### src/rtl/axi_is_pkg.sv
`default_nettype none
// ============================================================================
// Package : axi_is_pkg
// Brief   : Shared AXI constants, writer FSM states and burst-length helper.
// Rev     : 1.0  initial release
// ============================================================================
package axi_is_pkg;

    localparam logic [1:0]  C_AXI_BURST_INCR  = 2'b01;
    localparam logic [3:0]  C_AXI_CACHE_DEF   = 4'b0011;
    localparam logic [1:0]  C_AXI_RESP_OKAY   = 2'b00;
    localparam logic [1:0]  C_AXI_RESP_SLVERR = 2'b10;
    localparam logic [1:0]  C_AXI_RESP_DECERR = 2'b11;
    localparam logic [12:0] C_4K_BYTES        = 13'h1000;

    typedef enum logic [1:0] {
        ST_IDLE = 2'd0,
        ST_ADDR = 2'd1,
        ST_DATA = 2'd2,
        ST_RESP = 2'd3
    } wr_state_t;

    // min(remaining, 2^max_log2, beats left before the next 4 KB page)
    function automatic logic [15:0] burst_beats(
        input logic [11:0] addr_lo,
        input logic [15:0] remaining,
        input int unsigned max_log2,
        input int unsigned beat_log2
    );
        logic [12:0] to_4k;
        logic [15:0] max_len;
        logic [15:0] beats;
        to_4k   = (C_4K_BYTES - {1'b0, addr_lo}) >> beat_log2;
        max_len = 16'd1 << max_log2;
        beats   = remaining;
        if (max_len < beats) beats = max_len;
        if ({3'b000, to_4k} < beats) beats = {3'b000, to_4k};
        return beats;
    endfunction

endpackage
`default_nettype wire

### src/rtl/axi_is_burst_calc.sv
`default_nettype none
// ============================================================================
// Module : axi_is_burst_calc
// Brief  : Combinational INCR burst splitter (length cap and 4 KB boundary).
// Rev    : 1.0  initial release
// ============================================================================
module axi_is_burst_calc
    import axi_is_pkg::*;
#(
    parameter int unsigned N         = 5,
    parameter int unsigned BEAT_LOG2 = 5
) (
    input  logic [11:0] i_addr_lo,
    input  logic [15:0] i_remaining,
    output logic [15:0] o_beats,
    output logic [7:0]  o_awlen
);

    always_comb begin
        o_beats = burst_beats(i_addr_lo, i_remaining, N, BEAT_LOG2);
        o_awlen = 8'(o_beats - 16'd1);
    end

endmodule
`default_nettype wire

### src/rtl/axi_is_ddr_writer.sv
`default_nettype none
// ============================================================================
// Module : axi_is_ddr_writer
// Brief  : AXI4 write master streaming user data into DDR, one burst in flight.
// Config : AXI_IS_DDR_WRITER_BRESP_CHECK_EN enables the sticky BRESP error flag.
// Rev    : 1.0  initial release
// ============================================================================
module axi_is_ddr_writer
    import axi_is_pkg::*;
#(
    parameter int DATA_WIDTH = 256,
    parameter int N          = 5,
    parameter int ADDR_WIDTH = 32,
    parameter int ID_WIDTH   = 4
) (
    input  logic                      ACLK,
    input  logic                      ARESETN,
    input  logic [ADDR_WIDTH-1:0]     is_dma_waddr,
    input  logic [15:0]               is_dma_wsize,
    input  logic                      is_dma_wareq,
    output logic                      is_dma_wbusy,
    output logic                      is_dma_werr,
    input  logic [DATA_WIDTH-1:0]     is_dma_wdata,
    input  logic                      is_dma_wvalid,
    output logic                      is_dma_wready,
    output logic [ADDR_WIDTH-1:0]     M_AXI_awaddr,
    output logic [7:0]                M_AXI_awlen,
    output logic [2:0]                M_AXI_awsize,
    output logic [1:0]                M_AXI_awburst,
    output logic [3:0]                M_AXI_awcache,
    output logic [ID_WIDTH-1:0]       M_AXI_awid,
    output logic [1:0]                M_AXI_awlock,
    output logic [2:0]                M_AXI_awprot,
    output logic [3:0]                M_AXI_awqos,
    output logic                      M_AXI_awvalid,
    input  logic                      M_AXI_awready,
    output logic [DATA_WIDTH-1:0]     M_AXI_wdata,
    output logic [DATA_WIDTH/8-1:0]   M_AXI_wstrb,
    output logic                      M_AXI_wlast,
    output logic                      M_AXI_wvalid,
    input  logic                      M_AXI_wready,
    input  logic [ID_WIDTH-1:0]       M_AXI_bid,
    input  logic [1:0]                M_AXI_bresp,
    input  logic                      M_AXI_bvalid,
    output logic                      M_AXI_bready
);

    localparam int C_BEAT_LOG2 = $clog2(DATA_WIDTH / 8);

    wr_state_t             r_state;
    wr_state_t             w_state_next;
    logic [ADDR_WIDTH-1:0] r_addr;
    logic [15:0]           r_remaining;
    logic [15:0]           r_beats;
    logic [7:0]            r_awlen;
    logic [7:0]            r_beat_cnt;

    logic                  w_accept;
    logic                  w_aw_hs;
    logic                  w_w_hs;
    logic                  w_b_hs;
    logic [ADDR_WIDTH-1:0] w_addr_next;
    logic [15:0]           w_rem_next;
    logic [11:0]           w_calc_addr;
    logic [15:0]           w_calc_rem;
    logic [15:0]           w_calc_beats;
    logic [7:0]            w_calc_len;

    assign w_accept    = (r_state == ST_IDLE) && is_dma_wareq && (is_dma_wsize != 16'd0);
    assign w_aw_hs     = M_AXI_awvalid && M_AXI_awready;
    assign w_w_hs      = M_AXI_wvalid && M_AXI_wready;
    assign w_b_hs      = M_AXI_bvalid && M_AXI_bready;
    assign w_addr_next = r_addr + (ADDR_WIDTH'(r_beats) << C_BEAT_LOG2);
    assign w_rem_next  = r_remaining - r_beats;

    // The splitter sees the values the burst registers are about to take, so
    // awaddr/awlen are already valid in the first ADDR cycle.
    assign w_calc_addr = (r_state == ST_IDLE) ? is_dma_waddr[11:0] : w_addr_next[11:0];
    assign w_calc_rem  = (r_state == ST_IDLE) ? is_dma_wsize : w_rem_next;

    axi_is_burst_calc #(
        .N         (N),
        .BEAT_LOG2 (C_BEAT_LOG2)
    ) u_burst_calc (
        .i_addr_lo   (w_calc_addr),
        .i_remaining (w_calc_rem),
        .o_beats     (w_calc_beats),
        .o_awlen     (w_calc_len)
    );

    always_ff @(posedge ACLK or negedge ARESETN) begin
        if (!ARESETN) begin
            r_state <= ST_IDLE;
        end else begin
            r_state <= w_state_next;
        end
    end

    always_comb begin
        w_state_next = r_state;
        case (r_state)
            ST_IDLE: if (w_accept)                   w_state_next = ST_ADDR;
            ST_ADDR: if (M_AXI_awready)              w_state_next = ST_DATA;
            ST_DATA: if (w_w_hs && M_AXI_wlast)      w_state_next = ST_RESP;
            ST_RESP: if (M_AXI_bvalid)
                         w_state_next = (w_rem_next == 16'd0) ? ST_IDLE : ST_ADDR;
            default:                                 w_state_next = ST_IDLE;
        endcase
    end

    always_comb begin
        is_dma_wbusy  = 1'b1;
        M_AXI_awvalid = 1'b0;
        M_AXI_wvalid  = 1'b0;
        is_dma_wready = 1'b0;
        M_AXI_bready  = 1'b0;
        case (r_state)
            ST_IDLE: is_dma_wbusy  = 1'b0;
            ST_ADDR: M_AXI_awvalid = 1'b1;
            ST_DATA: begin
                M_AXI_wvalid  = is_dma_wvalid;
                is_dma_wready = M_AXI_wready;
            end
            ST_RESP: M_AXI_bready  = 1'b1;
            default: is_dma_wbusy  = 1'b0;
        endcase
    end

    always_ff @(posedge ACLK or negedge ARESETN) begin
        if (!ARESETN) begin
            r_addr      <= '0;
            r_remaining <= '0;
            r_beats     <= '0;
            r_awlen     <= '0;
            r_beat_cnt  <= '0;
        end else begin
            if (w_accept) begin
                r_addr      <= is_dma_waddr;
                r_remaining <= is_dma_wsize;
                r_beats     <= w_calc_beats;
                r_awlen     <= w_calc_len;
            end else if (w_b_hs) begin
                r_addr      <= w_addr_next;
                r_remaining <= w_rem_next;
                if (w_rem_next != 16'd0) begin
                    r_beats <= w_calc_beats;
                    r_awlen <= w_calc_len;
                end
            end
            if (w_aw_hs) begin
                r_beat_cnt <= '0;
            end else if (w_w_hs) begin
                r_beat_cnt <= r_beat_cnt + 8'd1;
            end
        end
    end

`ifdef AXI_IS_DDR_WRITER_BRESP_CHECK_EN
    logic r_err;
    logic w_unused;

    always_ff @(posedge ACLK or negedge ARESETN) begin
        if (!ARESETN) begin
            r_err <= 1'b0;
        end else if (w_accept) begin
            r_err <= 1'b0;
        end else if (w_b_hs && (M_AXI_bresp != C_AXI_RESP_OKAY)) begin
            r_err <= 1'b1;
        end
    end

    assign is_dma_werr = r_err;
    assign w_unused    = ^M_AXI_bid;
`else
    logic w_unused;

    assign is_dma_werr = 1'b0;
    assign w_unused    = ^{M_AXI_bid, M_AXI_bresp};
`endif

    assign M_AXI_awaddr  = r_addr;
    assign M_AXI_awlen   = r_awlen;
    assign M_AXI_awsize  = 3'(C_BEAT_LOG2);
    assign M_AXI_awburst = C_AXI_BURST_INCR;
    assign M_AXI_awcache = C_AXI_CACHE_DEF;
    assign M_AXI_awid    = '0;
    assign M_AXI_awlock  = 2'b00;
    assign M_AXI_awprot  = 3'b000;
    assign M_AXI_awqos   = 4'b0000;
    assign M_AXI_wdata   = is_dma_wdata;
    assign M_AXI_wstrb   = '1;
    assign M_AXI_wlast   = (r_state == ST_DATA) && (r_beat_cnt == r_awlen);

endmodule
`default_nettype wire
### config.mk
export PLATFORM = sky130hd
export DESIGN_NAME = axi_is_ddr_writer
export DESIGN_NICKNAME = d
export VERILOG_FILES = /design/src/rtl/axi_is_pkg.sv /design/src/rtl/axi_is_burst_calc.sv /design/src/rtl/axi_is_ddr_writer.sv
export SDC_FILE = /design/constraint.sdc
export NUM_CORES = 1
export LEC_CHECK = 0
export CAP_MARGIN = 20
export CELL_PAD_IN_SITES_DETAIL_PLACEMENT = 0
export CELL_PAD_IN_SITES_GLOBAL_PLACEMENT = 1
export CORE_AREA = 3 3 263 265
export CTS_BUF_LIST = sky130_fd_sc_hd__clkbuf_16
export DETAILED_ROUTE_END_ITERATION = 10
export DIE_AREA = 0 0 266 268
export PLACE_DENSITY_LB_ADDON = 0.08
export SLEW_MARGIN = 20
export SYNTH_ARGS = -nofsm -noshare
export SYNTH_HDL_FRONTEND = slang
export SYNTH_SLANG_ARGS = --single-unit
export TNS_END_PERCENT = 100
### constraint.sdc
create_clock -name ACLK -period 7.4 [get_ports ACLK]
set_input_delay 1.48 -clock ACLK [delete_from_list [all_inputs] [get_ports ACLK]]
set_output_delay 1.48 -clock ACLK [all_outputs]
set_load 0.03 [all_outputs]
### Word-level counts from Yosys, hierarchy flattened

Index checks and enable logic that the tools add are counted.

| word-level totals | value |
|---|---|
| bits in registers | 82 |
| bits of input ports | 317 |
| output and inout port bits | 357 |

| cells by class | value |
|---|---|
| $add $sub $neg | 5 |
| order comparisons | 2 |
| equal/unequal tests | 8 |
| muxes and demuxes | 27 |
| reduce and logical (&&, ||, !) cells | 16 |

Operators with widths:

| operator | count |
|---|---|
| two-way mux 16 bit | 8 |
| two-way mux 32 bit | 2 |
| two-way mux 8 bit | 5 |
| adder 32 x 21 -> 32 bit | 1 |
| nonzero test 16 bit | 2 |
| logical NOT 16 bit | 1 |
| less-than comparator 6 x 16 -> 1 bit, first input constant | 1 |
| less-than comparator 8 x 16 -> 1 bit | 1 |
| subtractor 16 bit | 1 |
| subtractor 13 x 12 -> 13 bit, first input constant | 1 |
| two-way mux 12 bit | 1 |
| adder 8 x 1 -> 8 bit, second input constant | 1 |
| equality test 8 bit | 1 |
| two-way mux 2 bit | 4 |
| inequality test 2 bit, second input constant | 4 |
| case mux 2 bit (4 select lines) | 1 |
| subtractor 8 x 1 -> 8 bit, second input constant | 1 |
| logical AND 1 bit | 7 |
| two-way mux 1 bit | 6 |
| nonzero test 2 bit | 3 |
| equality test 2 bit, second input constant | 2 |
| AND reduction 4 bit | 1 |
| equality test 2 x 1 -> 1 bit, second input constant | 1 |
| logical NOT 2 bit | 1 |
| AND reduction 2 bit | 1 |

### Depth between registers and ports, before layout

| logic depth | value |
|---|---|
| word-level depth | 10 |
| gate-level depth with buffers | 28 |
| depth with buffers taken out | 26 |

### Modules after synthesis

A second synthesis with hierarchy kept.

| second synthesis, totals | value |
|---|---|
| cells, all modules | 1,293 |
| area total of the unflattened synthesis | 9,988.3 sq um |

Modules (own cells, without submodules):

| module | times used | cells an instance | area an instance (sq um) | sequential area each (sq um) |
|---|---|---|---|---|
| axi_is_ddr_writer | 1 | 1,170 | 9,105.0 | 2,052.0 |
| axi_is_burst_calc | 1 | 123 | 883.3 | 0.0 |

### Worst setup path before layout

Ideal clock, no wire load.

| path | value |
|---|---|
| kind | input to register |
| start point | in is_dma_wsize[3] |
| end point | reg r_awlen[6] (netlist: M_AXI_awlen[6]) |
| setup time | 0.121 ns |
| arrival time | 5.701 ns |
| required time | 7.279 ns |
| setup slack | 1.578 ns |
| stages on the path | 24 |
| cell sequence | nand2_1 -> o311a_1 -> o311ai_1 -> or3b_2 -> nand2b_1 -> a21oi_1 -> a41oi_1 -> clkbuf_1 -> or2_2 -> ha_1 -> a21o_1 -> a21oi_1 -> nor2_1 -> a211o_1 -> a21o_1 -> a21oi_1 -> buf_2 -> nand2_1 -> o21ai_0 -> ha_1 -> inv_1 -> a211o_1 -> xnor2_1 -> o21ai_1 |

| between the ends | value |
|---|---|
| word-level cells in the longest chain between the ends | 9 |

Ends and longest elaborated chain:

| element | RTL line | RTL |
|---|---|---|
| from (decl) | axi_is_ddr_writer.sv:19 | `input logic [15:0] is_dma_wsize,` |
| two-way mux 16 bit | axi_is_ddr_writer.sv:79 | `assign w_calc_rem = (r_state == ST_IDLE) ? is_dma_wsize : w_rem_next;` |
| less-than comparator 6 x 16 -> 1 bit | axi_is_pkg.sv:36 | `if (max_len < beats) beats = max_len;` |
| two-way mux 16 bit | axi_is_pkg.sv:36 |  |
| less-than comparator 8 x 16 -> 1 bit | axi_is_pkg.sv:37 | `if ({3'b000, to_4k} < beats) beats = {3'b000, to_4k};` |
| two-way mux 16 bit | axi_is_pkg.sv:37 |  |
| subtractor 8 x 1 -> 8 bit | axi_is_burst_calc.sv:21 | `o_awlen = 8'(o_beats - 16'd1);` |
| two-way mux 8 bit | axi_is_ddr_writer.sv:145 | `if (w_rem_next != 16'd0) begin` |
| two-way mux 8 bit | axi_is_ddr_writer.sv:142 | `end else if (w_b_hs) begin` |
| two-way mux 8 bit | axi_is_ddr_writer.sv:137 | `if (w_accept) begin` |
| to (signal assigned) | axi_is_ddr_writer.sv:141 | `r_awlen <= w_calc_len;` |
| to (signal assigned) | axi_is_ddr_writer.sv:147 | `r_awlen <= w_calc_len;` |
| to (decl) | axi_is_ddr_writer.sv:55 | `logic [7:0] r_awlen;` |

Several ways; a longest one is shown, not always the timed one. The select of a mux whose other input is x is not followed.
A chain may end at the register's enable or synchronous reset.

### Final worst setup path

| path | value |
|---|---|
| start point | in is_dma_wsize[4] |
| end point | reg r_awlen[6] (netlist: M_AXI_awlen[6]) |

Same word-level chain as after synthesis.

==> run_results.csv <==
group,metric,value,unit
route,wl_per_cell,18.1,um
hold_path,hold_path.class,"flip-flop to flip-flop",
clocking,ctsRootBufferMaster,"clkbuf_16",
worst_setup_path,critPathMaxFanout,11,
clocking,cts_hold_repair.buffers,0,
layout,layout_commonest_cell,"clkdlybuf4s50_1",
route,detail_route.drc_violations,0,
worst_setup_path,reg2reg_to,"M_AXI_awlen[6]$_DFFE_PN0P_",
timing,timing.final.max_slew_violations,0,
run_status,run_status,"complete, no violations",
timing,worst_clock_skew,0.00881,ns
worst_setup_path,worstSetupStartpointType,"input port",
route,vias,5987,
layout,final_net_count,1251,
floorplanning,die_area,71300,um2
route,ant_nets,0,
power_and_ir_drop,worst_ir_drop_vdd,0.155,mV
clocking,clk_pin_slew_worst_paths,0.08,ns
timing,setup_viol,0,
floorplanning,die_width,266,um
yosys,synth.yosys.warnings,0,
power_and_ir_drop,power.density,539,nW/um2
grt,antenna_found_initial,2,
worst_setup_path,crit-reg2reg-launch,"r_beats[0]$_DFFE_PN0P_",
clocking,ctsHtreeMaxLevel,3,
yosys,synthDistinctLibCells,73,
layout,fraction_of_final_layout_cells_with_drive_strength_greater_than_1,6.39,%
route,first_iter_violations,223,
floorplanning,num_io_pins,674,
worst_setup_path,crit_path_end,"M_AXI_awlen[6]$_DFFE_PN0P_",
layout,layout.cell_area.non_filler,8710,um2
timing,min_period,6.32,ns
grt,grt_pass1_wl,45800,um
timing,timing.setup.tns,0,ns
layout,most-common-layout-cells,"99 x clkdlybuf4s50_1, 98 x nor2_1, 82 x dfrtp_1",
worst_setup_path,critical_path_slowest_stage_cell,"clkdlybuf4s50_1",
layout,num-fill-cells,7787,
placement,place_area,8450,um2
power_and_ir_drop,leakage,3.50,nW
placement,place.detailed.instances,1750,
worst_setup_path,worst_setup_path_startpoint,"is_dma_wsize[4]",
worst_setup_path,critPathArrivalTime,6.58,ns
yosys,dominantRegCellSynth,"dfrtp_1",
floorplanning,floorplan.rows,95,
floorplanning,core_area,67000,um2
clocking,cts_tree,"built",
clocking,cts_buffers,9,
floorplanning,start_util,12.7,%
layout,fin_cells,1766,
worst_setup_path,cp_data_required_time,7.66,ns
grt,grt_start_max_net_pins,61,
worst_setup_path,cp_peak_stage_delay,0.52,ns
floorplanning,die_h,268,um
worst_setup_path,worstRegToRegCells,25,
grt,grt-ovfl-total,0,
timing,period_share,85.5,%
worst_setup_path,r2r_setup_slack,1.09,ns
worst_setup_path,cp-end-kind,"flip-flop",
placement,gp_routability_congestion,0.715,
yosys,async_flop_share,100,%
timing,setup_slack,1.08,ns
timing,relSlewSlack,45.1,%
placement,place_hpwl,24900,um
layout,area_delta_synth_final,2.53,%
yosys,synth-seq-area-share,24.2,%
grt,grt_pass1_vias,6322,
yosys,syn_area_per_cell,8.10,um2
yosys,netlist_instances,1049,
timing,tightestPinTransition,0.811,ns
route,detail_route.first_pass.iterations,4,
clocking,cts_setup_buffers,0,
clocking,worstSkewPairLatency,0.38,ns
grt,grt.total_usage,8.88,%
placement,dpl_worst_slack,0.661,ns
route,drt_wl_total,31900,um
worst_setup_path,path_cells,"clkdlybuf4s50_1 -> nor3_1 -> a21oi_1 -> or3b_2 -> nand2b_1 -> a21oi_1 -> a41oi_1 -> buf_4 -> or2_1 -> ha_1 -> a21o_1 -> a21o_1 -> a211o_1 -> a21o_1 -> a21oi_1 -> nand2_1 -> o21ai_0 -> ha_1 -> inv_1 -> a211o_1 -> xnor2_1 -> o21ai_1",
timing,hold_ws,0.525,ns
placement,placement.io_buffers,100,
timing,max_clock_freq,158,MHz
job,timing.max_cap.violations,0,
yosys,synth_enable_flop_cells,0,
timing,final_hold_viol_count,0,
worst_setup_path,criticalPathCategory,"input port to flip-flop",
clocking,cts_max_path_buffers,2,
clocking,ctsResizeCount,0,
yosys,yosys_register_bits,82,
route,post_drt_via_cell_ratio,3.39,
yosys,netlist_area_before_placement,8490,um2
clocking,tritoncts_num_sinks,82,
timing,rsz_0062_raised_after_global_routing,"no",
==> sequential cells by signal (all words and copies together), names as in the netlist <==
signal / count
M_AXI_awlen: 8
r_beat_cnt: 8
r_beats: 16
r_state: 2
M_AXI_awaddr: 32
r_remaining: 16
==> stage by stage <==
stage | power, mW | utilization (%)
after floorplan | 3.35 | -
after global placement | 4.39 | 12.6
after detailed placement | 4.34 | 12.6
after CTS | 4.86 | 13.0
after global routing | 5.21 | 13.0
final | 4.69 | 13.0
==> power breakdown <==
part	internal [mW]	switching (mW)	leakage [nW]
sequential	0.641	0.213	0.993
combinational	1.31	2.07	2.39
clock	0.224	0.236	0.118
total	2.17	2.52	3.50
==> worst max-delay path: cells and delay by family <==
family,cells,cell delay (ns)
AO/OA/AOI/OAI,11,2.17
AND/OR/NAND/NOR,5,1.42
buffers and inverters,3,0.82
adder cells (fa/ha/maj),2,0.45
XOR/XNOR,1,0.22
==> how the worst min path moves through the flow <==
stage,start,endpoint,depth (start not counted)
finish,r_beats[8]$_DFFE_PN0P_,r_beats[8]$_DFFE_PN0P_,1
global route,r_beats[8]$_DFFE_PN0P_,r_beats[8]$_DFFE_PN0P_,1
CTS,r_beats[8]$_DFFE_PN0P_,r_beats[8]$_DFFE_PN0P_,1
detailed placement,r_beats[8]$_DFFE_PN0P_,r_beats[8]$_DFFE_PN0P_,1
global placement,r_beats[8]$_DFFE_PN0P_,r_beats[8]$_DFFE_PN0P_,1
floorplan,r_beats[6]$_DFFE_PN0P_,r_beats[6]$_DFFE_PN0P_,2
==> layout make-up <==
cell class / instances / area, um2 / share of cell area, %
Clock inverter: 6 / 35.0 / 0.402
Clock buffer: 9 / 225 / 2.59
Inverter: 30 / 113 / 1.29
Tap cell: 873 / 1090 / 12.5
Timing Repair Buffer: 114 / 1100 / 12.7
Sequential cell: 82 / 2050 / 23.6
Multi-Input combinational cell: 651 / 4090 / 46.9
Antenna cell: 1 / 2.50 / 0.0287
==> layer usage <==
layer | GRT usage, % | up-vias | share of wire (%)
li1 | - | 2841 | -
met1 | 11.0 | 2792 | 44
met2 | 13.5 | 268 | 44
met3 | 4.17 | 80 | 8.4
met4 | 2.95 | 6 | 2.6
met5 | 0.461 | - | 0.22
==> cell usage after synthesis, drive strengths merged, types with 3 or more instances <==
library cell,instances,area (um2)
mux2,9,101
xor2,44,385
xnor2,20,175
inv,30,113
or3b,3,26.3
nor4,4,25.0
nand2b,9,56.3
mux2i,7,70.1
nor2b,10,62.6
clkbuf,21,78.8
a21o,11,82.6
a211o,4,35.0
and2,16,100
o211ai,3,22.5
a21boi,3,33.8
or2,7,43.8
nand2,66,248
o31ai,3,22.5
a211oi,3,22.5
and3,8,50.1
nor2,98,368
a21oi,82,422
a22oi,3,22.5
o21ai,33,165
nand4,5,31.3
a31oi,12,75.1
or3,4,30.0
or4,4,33.8
buf,320,2390
nand3,14,70.1
o21a,5,37.5
ha,44,551
nor3,17,85.1
dfrtp,82,2050
nor3b,3,22.5
==> kinds of logic (layout without fill, tap and decap cells) <==
family          Yosys count  after routing  share of synthesized area, %
compound gates          191            191                          14.1
xor+xnor                 64             64                          6.60
fa+ha+maj                46             46                          6.95
buf+inv                 371            159                          30.4
flops                    82             82                          24.2
mux                      16             16                          2.02
other cells               2             58                        0.0884
simple gates            277            277                          15.7
Note: power is estimated with default switching activity, not from simulation.
